`src/rtl/act_quant_ctrl_if.sv`:
```
//==============================================================================
// Module      : act_quant_ctrl_if
// Description : Streaming signals of the activation-quantization sequencer:
//               accumulator handshake, quantizer side-band and SRAM write port.
// Revision    : 1.0 - initial release
//==============================================================================
`default_nettype none

interface act_quant_ctrl_if #(
    parameter int MAX_INPUT_WIDTH = 16,
    parameter int ADDR_WIDTH      = 12
);
    // Accumulator buffer handshake
    logic                         acc_vld;
    logic                         acc_rdy;
    // Quantizer array controls and result
    logic                         q_vld_i;
    logic [1:0]                   fmap_precision;
    logic [3:0]                   shift;
    logic [4:0]                   layer_num;
    logic                         q_vld_o;
    logic [8*MAX_INPUT_WIDTH-1:0] q_data_o;
    // Activation SRAM write port
    logic                         wr_en;
    logic                         wr_rdy;
    logic [ADDR_WIDTH-1:0]        wr_addr;
    logic [8*MAX_INPUT_WIDTH-1:0] wr_data;

    // Controller side
    modport master (
        input  acc_vld, q_vld_o, q_data_o, wr_rdy,
        output acc_rdy, q_vld_i, fmap_precision, shift, layer_num,
               wr_en, wr_addr, wr_data
    );

    // Environment side (accumulator buffer, quantizer, SRAM)
    modport slave (
        output acc_vld, q_vld_o, q_data_o, wr_rdy,
        input  acc_rdy, q_vld_i, fmap_precision, shift, layer_num,
               wr_en, wr_addr, wr_data
    );
endinterface

`default_nettype wire

```
`src/rtl/act_quant_ctrl.sv`:
```
//==============================================================================
// Module      : act_quant_ctrl
// Description : Layer sequencer for the activation-quantization stage. Holds a
//               per-layer configuration table, drives static quantizer controls,
//               meters accumulator vectors with a credit counter and writes the
//               quantized vectors to SRAM through a small output FIFO.
// Revision    : 1.0 - initial release
//==============================================================================
`default_nettype none

module act_quant_ctrl #(
    parameter int NUM_LAYERS      = 21,
    parameter int MAX_INPUT_WIDTH = 16,
    parameter int ADDR_WIDTH      = 12,
    parameter int CNT_WIDTH       = 16,
    parameter int FIFO_DEPTH      = 4
) (
    input  wire logic                  clk,
    input  wire logic                  rstn,
    input  wire logic                  cfg_we,
    input  wire logic [4:0]            cfg_addr,
    input  wire logic [1:0]            cfg_precision,
    input  wire logic [3:0]            cfg_shift,
    input  wire logic [CNT_WIDTH-1:0]  cfg_count,
    input  wire logic [ADDR_WIDTH-1:0] cfg_base,
    input  wire logic                  start,
    input  wire logic [4:0]            start_layer,
    output logic                       busy,
    output logic                       done,
    output logic                       err,
    output logic                       ovf_err,
    act_quant_ctrl_if.master           bus
);
    localparam int DW = 8 * MAX_INPUT_WIDTH;
    localparam int PW = $clog2(FIFO_DEPTH);
    localparam logic [PW:0] c_CREDITS = (PW+1)'(FIFO_DEPTH);
    localparam logic [4:0]  c_LAYERS  = 5'(NUM_LAYERS);

    typedef enum logic [2:0] {
        S_IDLE  = 3'd0,
        S_LOAD  = 3'd1,
        S_RUN   = 3'd2,
        S_DRAIN = 3'd3,
        S_DONE  = 3'd4
    } state_t;

    state_t                r_state;
    logic [1:0]            r_tbl_prec  [NUM_LAYERS];
    logic [3:0]            r_tbl_shift [NUM_LAYERS];
    logic [CNT_WIDTH-1:0]  r_tbl_count [NUM_LAYERS];
    logic [ADDR_WIDTH-1:0] r_tbl_base  [NUM_LAYERS];
    logic [4:0]            r_sel;
    logic [1:0]            r_prec;
    logic [3:0]            r_shift;
    logic [4:0]            r_layer;
    logic [CNT_WIDTH-1:0]  r_count;
    logic [CNT_WIDTH-1:0]  r_issued;
    logic [CNT_WIDTH-1:0]  r_written;
    logic [PW:0]           r_outst;
    logic [ADDR_WIDTH-1:0] r_wr_addr;
    logic                  r_err;
    logic                  r_ovf;
    logic [DW-1:0]         r_mem [FIFO_DEPTH];
    logic [PW:0]           r_wptr;
    logic [PW:0]           r_rptr;

    logic w_empty, w_full, w_acc_rdy, w_issue, w_pop, w_push;

    // FIFO status and handshakes, all decoded from registered state
    assign w_empty   = (r_wptr == r_rptr);
    assign w_full    = (r_wptr[PW] != r_rptr[PW]) && (r_wptr[PW-1:0] == r_rptr[PW-1:0]);
    assign w_acc_rdy = (r_state == S_RUN) && (r_issued < r_count) && (r_outst < c_CREDITS);
    assign w_issue   = bus.acc_vld && w_acc_rdy;
    assign w_pop     = !w_empty && bus.wr_rdy;
    // A full FIFO still takes a push when the head leaves in the same cycle
    assign w_push    = bus.q_vld_o && (!w_full || w_pop);

    assign bus.acc_rdy        = w_acc_rdy;
    assign bus.q_vld_i        = w_issue;
    assign bus.fmap_precision = r_prec;
    assign bus.shift          = r_shift;
    assign bus.layer_num      = r_layer;
    assign bus.wr_en          = !w_empty;
    assign bus.wr_addr        = r_wr_addr;
    assign bus.wr_data        = r_mem[r_rptr[PW-1:0]];
    assign busy               = (r_state != S_IDLE);
    assign done               = (r_state == S_DONE);
    assign err                = r_err;
    assign ovf_err            = r_ovf;

    // Configuration table: writable in any state, out-of-range entries ignored
    always_ff @(posedge clk or negedge rstn) begin
        if (!rstn) begin
            for (int i = 0; i < NUM_LAYERS; i++) begin
                r_tbl_prec[i]  <= '0;
                r_tbl_shift[i] <= '0;
                r_tbl_count[i] <= '0;
                r_tbl_base[i]  <= '0;
            end
        end else if (cfg_we && (cfg_addr < c_LAYERS)) begin
            r_tbl_prec[cfg_addr]  <= cfg_precision;
            r_tbl_shift[cfg_addr] <= cfg_shift;
            r_tbl_count[cfg_addr] <= cfg_count;
            r_tbl_base[cfg_addr]  <= cfg_base;
        end
    end

    // Layer sequencer: latches controls in LOAD, tracks issue/write credits
    always_ff @(posedge clk or negedge rstn) begin
        if (!rstn) begin
            r_state   <= S_IDLE;
            r_sel     <= '0;
            r_prec    <= '0;
            r_shift   <= '0;
            r_layer   <= '0;
            r_count   <= '0;
            r_issued  <= '0;
            r_written <= '0;
            r_outst   <= '0;
            r_wr_addr <= '0;
            r_err     <= 1'b0;
        end else begin
            r_err <= 1'b0;
            // Every write lands at the next address; LOAD below overrides
            if (w_pop) begin
                r_wr_addr <= r_wr_addr + 1'b1;
            end
            if ((r_state == S_RUN) || (r_state == S_DRAIN)) begin
                if (w_issue) begin
                    r_issued <= r_issued + 1'b1;
                end
                if (w_pop) begin
                    r_written <= r_written + 1'b1;
                end
                if (w_issue && !w_pop) begin
                    r_outst <= r_outst + 1'b1;
                end else if (!w_issue && w_pop) begin
                    r_outst <= r_outst - 1'b1;
                end
            end
            case (r_state)
                S_IDLE: begin
                    if (start) begin
                        if (start_layer < c_LAYERS) begin
                            r_sel   <= start_layer;
                            r_state <= S_LOAD;
                        end else begin
                            r_err <= 1'b1;
                        end
                    end
                end
                S_LOAD: begin
                    r_prec    <= r_tbl_prec[r_sel];
                    r_shift   <= r_tbl_shift[r_sel];
                    r_layer   <= r_sel;
                    r_count   <= r_tbl_count[r_sel];
                    r_issued  <= '0;
                    r_written <= '0;
                    r_outst   <= '0;
                    r_wr_addr <= r_tbl_base[r_sel];
                    r_state   <= (r_tbl_count[r_sel] == '0) ? S_DONE : S_RUN;
                end
                S_RUN: begin
                    if (w_issue && ((r_issued + 1'b1) == r_count)) begin
                        r_state <= S_DRAIN;
                    end
                end
                S_DRAIN: begin
                    if (w_pop && ((r_written + 1'b1) == r_count)) begin
                        r_state <= S_DONE;
                    end
                end
                S_DONE: begin
                    r_state <= S_IDLE;
                end
                default: begin
                    r_state <= S_IDLE;
                end
            endcase
        end
    end

    // Output FIFO pointers and sticky overflow flag
    always_ff @(posedge clk or negedge rstn) begin
        if (!rstn) begin
            r_wptr <= '0;
            r_rptr <= '0;
            r_ovf  <= 1'b0;
        end else begin
            if (w_push) begin
                r_wptr <= r_wptr + 1'b1;
            end
            if (w_pop) begin
                r_rptr <= r_rptr + 1'b1;
            end
            if (bus.q_vld_o && !w_push) begin
                r_ovf <= 1'b1;
            end
        end
    end

    // FIFO storage; contents are qualified by the pointers only
    always_ff @(posedge clk) begin
        if (w_push) begin
            r_mem[r_wptr[PW-1:0]] <= bus.q_data_o;
        end
    end
endmodule

`default_nettype wire

```
`src/flat_wrapper.sv`:
```
// flat-port wrapper written by rule: the top's interface ports become plain ports
module act_quant_ctrl_flat 
#(
    parameter int NUM_LAYERS      = 21,
    parameter int MAX_INPUT_WIDTH = 16,
    parameter int ADDR_WIDTH      = 12,
    parameter int CNT_WIDTH       = 16,
    parameter int FIFO_DEPTH      = 4
)
  (clk, rstn, cfg_we, cfg_addr, cfg_precision, cfg_shift, cfg_count, cfg_base, start, start_layer, busy, done, err, ovf_err, bus_acc_vld, bus_q_vld_o, bus_q_data_o, bus_wr_rdy, bus_acc_rdy, bus_q_vld_i, bus_fmap_precision, bus_shift, bus_layer_num, bus_wr_en, bus_wr_addr, bus_wr_data);
  act_quant_ctrl_if #(.MAX_INPUT_WIDTH(MAX_INPUT_WIDTH), .ADDR_WIDTH(ADDR_WIDTH)) bus_i ();
  input  wire logic clk;
  input  wire logic rstn;
  input  wire logic cfg_we;
  input  wire logic [4:0] cfg_addr;
  input  wire logic [1:0] cfg_precision;
  input  wire logic [3:0] cfg_shift;
  input  wire logic [CNT_WIDTH-1:0] cfg_count;
  input  wire logic [ADDR_WIDTH-1:0] cfg_base;
  input  wire logic start;
  input  wire logic [4:0] start_layer;
  output logic busy;
  output logic done;
  output logic err;
  output logic ovf_err;
  input wire logic [$bits(bus_i.acc_vld)-1:0] bus_acc_vld;
  input wire logic [$bits(bus_i.q_vld_o)-1:0] bus_q_vld_o;
  input wire logic [$bits(bus_i.q_data_o)-1:0] bus_q_data_o;
  input wire logic [$bits(bus_i.wr_rdy)-1:0] bus_wr_rdy;
  output wire logic [$bits(bus_i.acc_rdy)-1:0] bus_acc_rdy;
  output wire logic [$bits(bus_i.q_vld_i)-1:0] bus_q_vld_i;
  output wire logic [$bits(bus_i.fmap_precision)-1:0] bus_fmap_precision;
  output wire logic [$bits(bus_i.shift)-1:0] bus_shift;
  output wire logic [$bits(bus_i.layer_num)-1:0] bus_layer_num;
  output wire logic [$bits(bus_i.wr_en)-1:0] bus_wr_en;
  output wire logic [$bits(bus_i.wr_addr)-1:0] bus_wr_addr;
  output wire logic [$bits(bus_i.wr_data)-1:0] bus_wr_data;
  assign bus_i.acc_vld = bus_acc_vld;
  assign bus_i.q_vld_o = bus_q_vld_o;
  assign bus_i.q_data_o = bus_q_data_o;
  assign bus_i.wr_rdy = bus_wr_rdy;
  assign bus_acc_rdy = bus_i.acc_rdy;
  assign bus_q_vld_i = bus_i.q_vld_i;
  assign bus_fmap_precision = bus_i.fmap_precision;
  assign bus_shift = bus_i.shift;
  assign bus_layer_num = bus_i.layer_num;
  assign bus_wr_en = bus_i.wr_en;
  assign bus_wr_addr = bus_i.wr_addr;
  assign bus_wr_data = bus_i.wr_data;
  act_quant_ctrl #(.NUM_LAYERS(NUM_LAYERS), .MAX_INPUT_WIDTH(MAX_INPUT_WIDTH), .ADDR_WIDTH(ADDR_WIDTH), .CNT_WIDTH(CNT_WIDTH), .FIFO_DEPTH(FIFO_DEPTH)) u_core (.clk(clk), .rstn(rstn), .cfg_we(cfg_we), .cfg_addr(cfg_addr), .cfg_precision(cfg_precision), .cfg_shift(cfg_shift), .cfg_count(cfg_count), .cfg_base(cfg_base), .start(start), .start_layer(start_layer), .busy(busy), .done(done), .err(err), .ovf_err(ovf_err), .bus(bus_i));
endmodule
```
`config.mk`:
```
export PLATFORM = sky130hd
export DESIGN_NAME = act_quant_ctrl_flat
export DESIGN_NICKNAME = d
export VERILOG_FILES = /design/src/rtl/act_quant_ctrl_if.sv /design/src/rtl/act_quant_ctrl.sv /design/src/flat_wrapper.sv
export SDC_FILE = /design/constraint.sdc
export NUM_CORES = 2
export LEC_CHECK = 0
export CAP_MARGIN = 0
export CORE_MARGIN = 10
export CORE_UTILIZATION = 40
export CTS_BUF_LIST = sky130_fd_sc_hd__clkbuf_4 sky130_fd_sc_hd__clkbuf_8 sky130_fd_sc_hd__clkbuf_16
export DETAILED_ROUTE_END_ITERATION = 12
export HOLD_SLACK_MARGIN = 0.02
export PLACE_DENSITY = 0.61
export SYNTH_ARGS = -nofsm -noshare
export SYNTH_HDL_FRONTEND = slang
export SYNTH_SLANG_ARGS = --single-unit
```
`constraint.sdc`:
```
create_clock -name clk -period 12.2 [get_ports clk]
set_input_delay 2.44 -clock clk [delete_from_list [all_inputs] [get_ports clk]]
set_output_delay 2.44 -clock clk [all_outputs]
set_load 0.02 [all_outputs]
```
# [Word-level counts from Yosys, hierarchy flattened]
# Memories as Yosys holds them, arrays and structs flattened.
# Index checks and enable logic that the tools add are counted.
[word_totals] out_inout_bits=158 memories=1 regBits=804 elab_cells=207 ram_bits=512
[memory_table] memory="u_core.r_mem" depth=4 width=128 read_ports=1 rd_clocked_by_memory_dff=0 wr=1 line="act_quant_ctrl.sv:63" text="logic [DW-1:0] r_mem [FIFO_DEPTH];"
[op_classes] muxes=47 bitwise=2 reduce_logical=32 add_sub_neg=7 n_eq_ne=13 n_lt_le_gt_ge=7
[ops] operator="$bwmux 336" count=1
[ops] operator="$bwmux 252" count=1
[ops] operator="$mux 16" count=9
[ops] operator="$bwmux 84" count=1
[ops] operator="$bmux 16 s5" count=1
[ops] operator="$demux 16 s5" count=1
[ops] operator="$bmux 12 s5" count=1
[ops] operator="$demux 12 s5" count=1
[ops] operator="$mux 12" count=5
[ops] operator="$bwmux 42" count=1
[ops] operator="$add 16x1->16 const B" count=2
[ops] operator="$eq 16x16->1" count=2
[ops] operator="$mux 3" count=9
[ops] operator="$bmux 4 s5" count=1
[ops] operator="$demux 4 s5" count=1
[ops] operator="$logic_not 16->1" count=1
[ops] operator="$lt 16x16->1" count=1
[ops] operator="$logic_and 1x1->1" count=13
[ops] operator="$add 12x1->12 const B" count=1
[ops] operator="$ge 6x6->1 const B" count=2
[ops] operator="$mux 4" count=3
[ops] operator="$not 5->6" count=2
[ops] operator="$pmux 3 s4" count=1
[ops] operator="$bmux 2 s5" count=1
[ops] operator="24 further kinds" count=46

# [Longest topological paths before layout]
[depth] depth_word=10 depth_mapped=17 ltp_nobuf=15

# [Least setup slack after synthesis]
# OpenSTA, ideal clock, no wires.
[synth_timing] path_kind="input to register" startpoint="in bus_wr_rdy" endpoint="mem u_core.r_mem[3][0] in the netlist's numbering, enable pin" arrival_ns=8.161 path_stages=4 path_buffers=1 setup_ns=0.620 setup_slack_ns=3.419 t_required_ns=11.580 path_cell_list="nor3_1 > nand2b_1 > clkbuf_1 > nor2_1"
[synth_via] elab_chain_cells=5
[synth_rtl] element="from (decl)" line="flat_wrapper.sv:29" text="input wire logic [$bits(bus_i.wr_rdy)-1:0] bus_wr_rdy;"
[synth_rtl] element="$logic_and 1x1->1" line="act_quant_ctrl.sv:74" text="assign w_pop = !w_empty && bus.wr_rdy;"
[synth_rtl] element="$logic_or 1x1->1" line="act_quant_ctrl.sv:76" text="assign w_push = bus.q_vld_o && (!w_full || w_pop);"
[synth_rtl] element="$logic_and 1x1->1" line="act_quant_ctrl.sv:76"
[synth_rtl] element="$mux 1" line="act_quant_ctrl.sv:204" text="if (w_push) begin"
[synth_rtl] element="$mux 1 (not written as such)" line="act_quant_ctrl.sv:205" text="r_mem[r_wptr[PW-1:0]] <= bus.q_data_o;"
[synth_rtl] element="to (decl)" line="act_quant_ctrl.sv:63"
# No other way between the ends.

# [Worst setup path in the final report]
[layout_timing] startpoint="in bus_acc_vld" endpoint="out bus_q_vld_i"
[layout_via] elab_chain_cells=1
[layout_rtl] element="from (decl)" line="flat_wrapper.sv:26" text="input wire logic [$bits(bus_i.acc_vld)-1:0] bus_acc_vld;"
[layout_rtl] element="$logic_and 1x1->1" line="act_quant_ctrl.sv:73" text="assign w_issue = bus.acc_vld && w_acc_rdy;"
[layout_rtl] element="to (decl)" line="flat_wrapper.sv:31" text="output wire logic [$bits(bus_i.q_vld_i)-1:0] bus_q_vld_i;"
# No other way between the ends.

==> flow_metrics.env <==
export IMPL_core_area_um2=140000
export IMPL_tightest_slew_ns=1.20
export IMPL_cp_slowest_cell="clkdlybuf4s50_1"
export IMPL_relSlewSlack_pct=19.4
export IMPL_viasPerCell=5.52
export IMPL_grt_usage_pct=18.3
export IMPL_cts_sinks=1316
export IMPL_arrival_ns=4.69
export IMPL_status="completed"
export IMPL_finalMaxSlewViolations=0
export IMPL_drive_gt1_share_pct=35.0
export IMPL_utilization_pct=47.7
export IMPL_top_level_ports=337
export IMPL_power_switching_share_pct=27.9
export IMPL_area_growth_pct=18.2
export IMPL_cts_root_buffer="clkbuf_16"
export IMPL_path_clk_slew_ns=0.05
export IMPL_clkLatencyLatePin_ns=0.78
export IMPL_die_y_um=396
export IMPL_synth_top_family_by_area="multiplexers"
export IMPL_post_dp_hpwl_um=85600
export IMPL_io_buffer_count=336
export IMPL_initial_core_util_pct=40.4
export IMPL_fin_tns_setup_ns=0
export IMPL_die_w_um=396
export IMPL_hold_viol_final=0
export IMPL_die_area_um2=157000
export IMPL_cpPeakStageDelay_ns=0.66
export IMPL_placementRows=137
export IMPL_drtIter0Drc=2073
export IMPL_r2r_end="u_core.r_state[1]"
export IMPL_fin_nets=3925
export IMPL_p_comb_share_pct=23.3
export IMPL_syn_nets=3662
export IMPL_cp_end_kind="primary output"
export IMPL_synth_ff_type="dfrtp_1"
export IMPL_routed_via_count=31600
export IMPL_timing_fmax_mhz=140
export IMPL_hold_buffers=0
export IMPL_rr_startpoint="u_core.r_sel[0]"
export IMPL_ant_nets=0
export IMPL_rrSetupSlack_ns=7.47
export IMPL_synth_distinct_cells=68
export IMPL_routed_wirelength_um=146000
export IMPL_power_density_nw_per_um2=205
export IMPL_p_switching_mw=3.81
export IMPL_yosysWarnings=0
export IMPL_clock_skew_ns=0.0297
export IMPL_async_reset_ff_share_pct=61.1
export IMPL_clockPowerShare_pct=33.3
export IMPL_seqPwrFrac_pct=43.4
export IMPL_synthXorXnorAreaFrac_pct=0.978
export IMPL_htreeDepth=4
export IMPL_power_leakage_nw=26.1
export IMPL_avgSynthCellArea_um2=16.3
export IMPL_cp_required_ns=9.76
export IMPL_synth_edf_count=512
export IMPL_criticalPathCategory="input pin to primary output"
export IMPL_path_delay_family="buffers and inverters"
export IMPL_synth_simple_area_share_pct=3.02
export IMPL_netlist_area_um2=56400
export IMPL_cts_buffer_depth=3
export IMPL_detail_route_wl_per_cell_um=25.5
export IMPL_synth_cells=3457
export IMPL_gp_congestion=0.776
export IMPL_cts_resized=0
export IMPL_cp_max_fo=25
export IMPL_firstDrtPassIters=5
export IMPL_holdPathStages=1
export IMPL_stdcell_count=5726
export IMPL_synth_compound_area_share_pct=3.46
export IMPL_crit_path_cell_trace="clkdlybuf4s50_1 -> and2_0 -> nand2_1 -> inv_1 -> clkdlybuf4s50_1"
export IMPL_cts_buffers_inserted=147
export IMPL_dp_worst_setup_slack_ns=5.02
export IMPL_min_to="u_core.ovf_err"
export IMPL_grt_pass1_wl_um=218000
export IMPL_start_kind="input pin"
export IMPL_ir_drop_mv=0.160
export IMPL_worstRegToRegCells=9
export IMPL_hold_worst_slack_ns=0.467
export IMPL_grt_ovfl_total=0
export IMPL_muxShareOfSynthArea_pct=26.7
export IMPL_postCtsSetupBuffers=0
export IMPL_first_global_vias=32400
export IMPL_rsz0062_at_grt="false"
export IMPL_synth_seq_area_share_pct=62.9
export IMPL_p_int_mw=9.84
export IMPL_dp_cells=5447
export IMPL_synth_seq_cells=1316
export IMPL_crit_path_frequent_cell="clkdlybuf4s50_1"
export IMPL_min_path_type="register to register"
export IMPL_drc_errors=0
export IMPL_antenna_found_initial=32
export IMPL_layout_min_cycle_time_ns=7.13
export IMPL_worst_slack_ns=5.07
export IMPL_fin_crit_sh_pct=58.5
export IMPL_synthAdderAreaFrac_pct=0.590
export IMPL_critical_path_buf_inv_count=3
export IMPL_hp_start="u_core.ovf_err"
export IMPL_setup_viol=0
export IMPL_tritoncts="done"
export IMPL_grt_max_degree=170
export IMPL_max_cap_violations=0
-- layer usage --
metal	track usage, %	wire, um
met1	25.8	66200
met2	28.5	67400
met3	4.78	9680
met4	4.32	2510
met5	0	203
-- cell families (layout without fill, tap and decap cells) --
| group | after synthesis | count (layout) |
|---|---|---|
| flip-flops | 1316 | 1316 |
| multiplexers | 1079 | 1079 |
| AND/OR/NAND/NOR | 352 | 352 |
| buffers and inverters | 320 | 702 |
| AO/OA/AOI/OAI | 301 | 301 |
| XOR/XNOR | 63 | 63 |
| adder cells (fa/ha/maj) | 26 | 26 |
| other | 0 | 11 |
-- final cells by class --
| class | count | area [um2] |
|---|---|---|
| antenna | 11 | 27.5 |
| clock buffer | 208 | 4310 |
| clock inverter | 60 | 761 |
| fill | 12000 | 73200 |
| inverter | 40 | 150 |
| multi-input combinational | 1821 | 19700 |
| sequential | 1316 | 35500 |
| tap | 1876 | 2350 |
| timing repair buffer | 394 | 3890 |
-- power by group through the flow --
stage / combinational (mW) / sequential [mW] / clock [mW]
2_1_floorplan: 2.02 / 5.92 / 0
5_1_grt: 3.42 / 6.01 / 4.85
3_3_place_gp: 3.23 / 5.97 / 0
4_1_cts: 3.26 / 5.92 / 4.66
3_5_place_dp: 3.25 / 6.01 / 0
6_report: 3.18 / 5.92 / 4.55
-- synth_stat cells, drive strengths merged (25+ instances only) --
cell	number	area, um2
mux4	265	5990
nor2	77	289
clkbuf	206	773
edfxtp	512	15400
nand3	39	195
a21oi	60	304
nand2	109	409
o21ai	87	435
inv	40	150
dfrtp	804	20100
buf	74	438
mux2i	90	901
a22oi	27	203
xnor2	40	350
mux2	724	8150
ha	25	313
-- metrics by stage --
| stage | instance area (um2) | power (mW) |
|---|---|---|
| finish | 66700 | 13.7 |
| global route | 66700 | 14.3 |
| global placement | 61600 | 9.20 |
| CTS | 66700 | 13.9 |
| floorplan | 56400 | 7.95 |
| detailed placement | 61600 | 9.26 |
-- how the worst max path moves through the flow --
stage | startpoint | slack [ns] | endpoint | depth (start not counted)
2_1_floorplan | bus_wr_rdy | 3.42 | u_core.r_mem[3][0] | 4
3_3_place_gp | bus_acc_vld | 5.07 | bus_q_vld_i | 5
3_5_place_dp | bus_acc_vld | 5.02 | bus_q_vld_i | 5
4_1_cts | bus_acc_vld | 5.03 | bus_q_vld_i | 5
5_1_grt | bus_acc_vld | 4.88 | bus_q_vld_i | 5
6_report | bus_acc_vld | 5.07 | bus_q_vld_i | 5
-- placed cells by master, fill, tap and decap left out, drive strengths merged, types with 5 or more instances in the layout --
| cell type | count |
|---|---|
| dfrtp | 804 |
| mux2 | 724 |
| edfxtp | 512 |
| clkdlybuf4s50 | 335 |
| mux4 | 265 |
| clkbuf | 208 |
| nand2 | 109 |
| mux2i | 90 |
| o21ai | 87 |
| nor2 | 77 |
| a21oi | 60 |
| buf | 59 |
| inv | 44 |
| clkinv | 44 |
| xnor2 | 40 |
| nand3 | 39 |
| a22oi | 27 |
| ha | 25 |
| xor2 | 23 |
| nor3 | 22 |
| a221oi | 21 |
| nand4 | 18 |
| a32oi | 17 |
| o22ai | 17 |
| nor2b | 17 |
| nand2b | 16 |
| and3 | 16 |
| a31oi | 12 |
| diode | 11 |
| bufinv | 11 |
| o31ai | 9 |
| o211ai | 9 |
| or3 | 7 |
| nor4 | 7 |
| a21o | 6 |
| a22o | 6 |
| a211oi | 6 |
| nor3b | 5 |
| and2 | 5 |
-- flip-flops by register name, indices dropped and copies added, names as in the netlist --
register	count
u_core.bus.fmap_precision	2
u_core.bus.layer_num	5
u_core.bus.shift	4
u_core.bus.wr_addr	12
u_core.err	1
u_core.ovf_err	1
u_core.r_count	16
u_core.r_issued	16
u_core.r_mem	512
u_core.r_outst	3
u_core.r_rptr	3
u_core.r_sel	5
u_core.r_state	3
u_core.r_tbl_base	252
u_core.r_tbl_count	336
u_core.r_tbl_prec	42
u_core.r_tbl_shift	84
u_core.r_wptr	3
u_core.r_written	16
(Power assumes the default switching activity.)
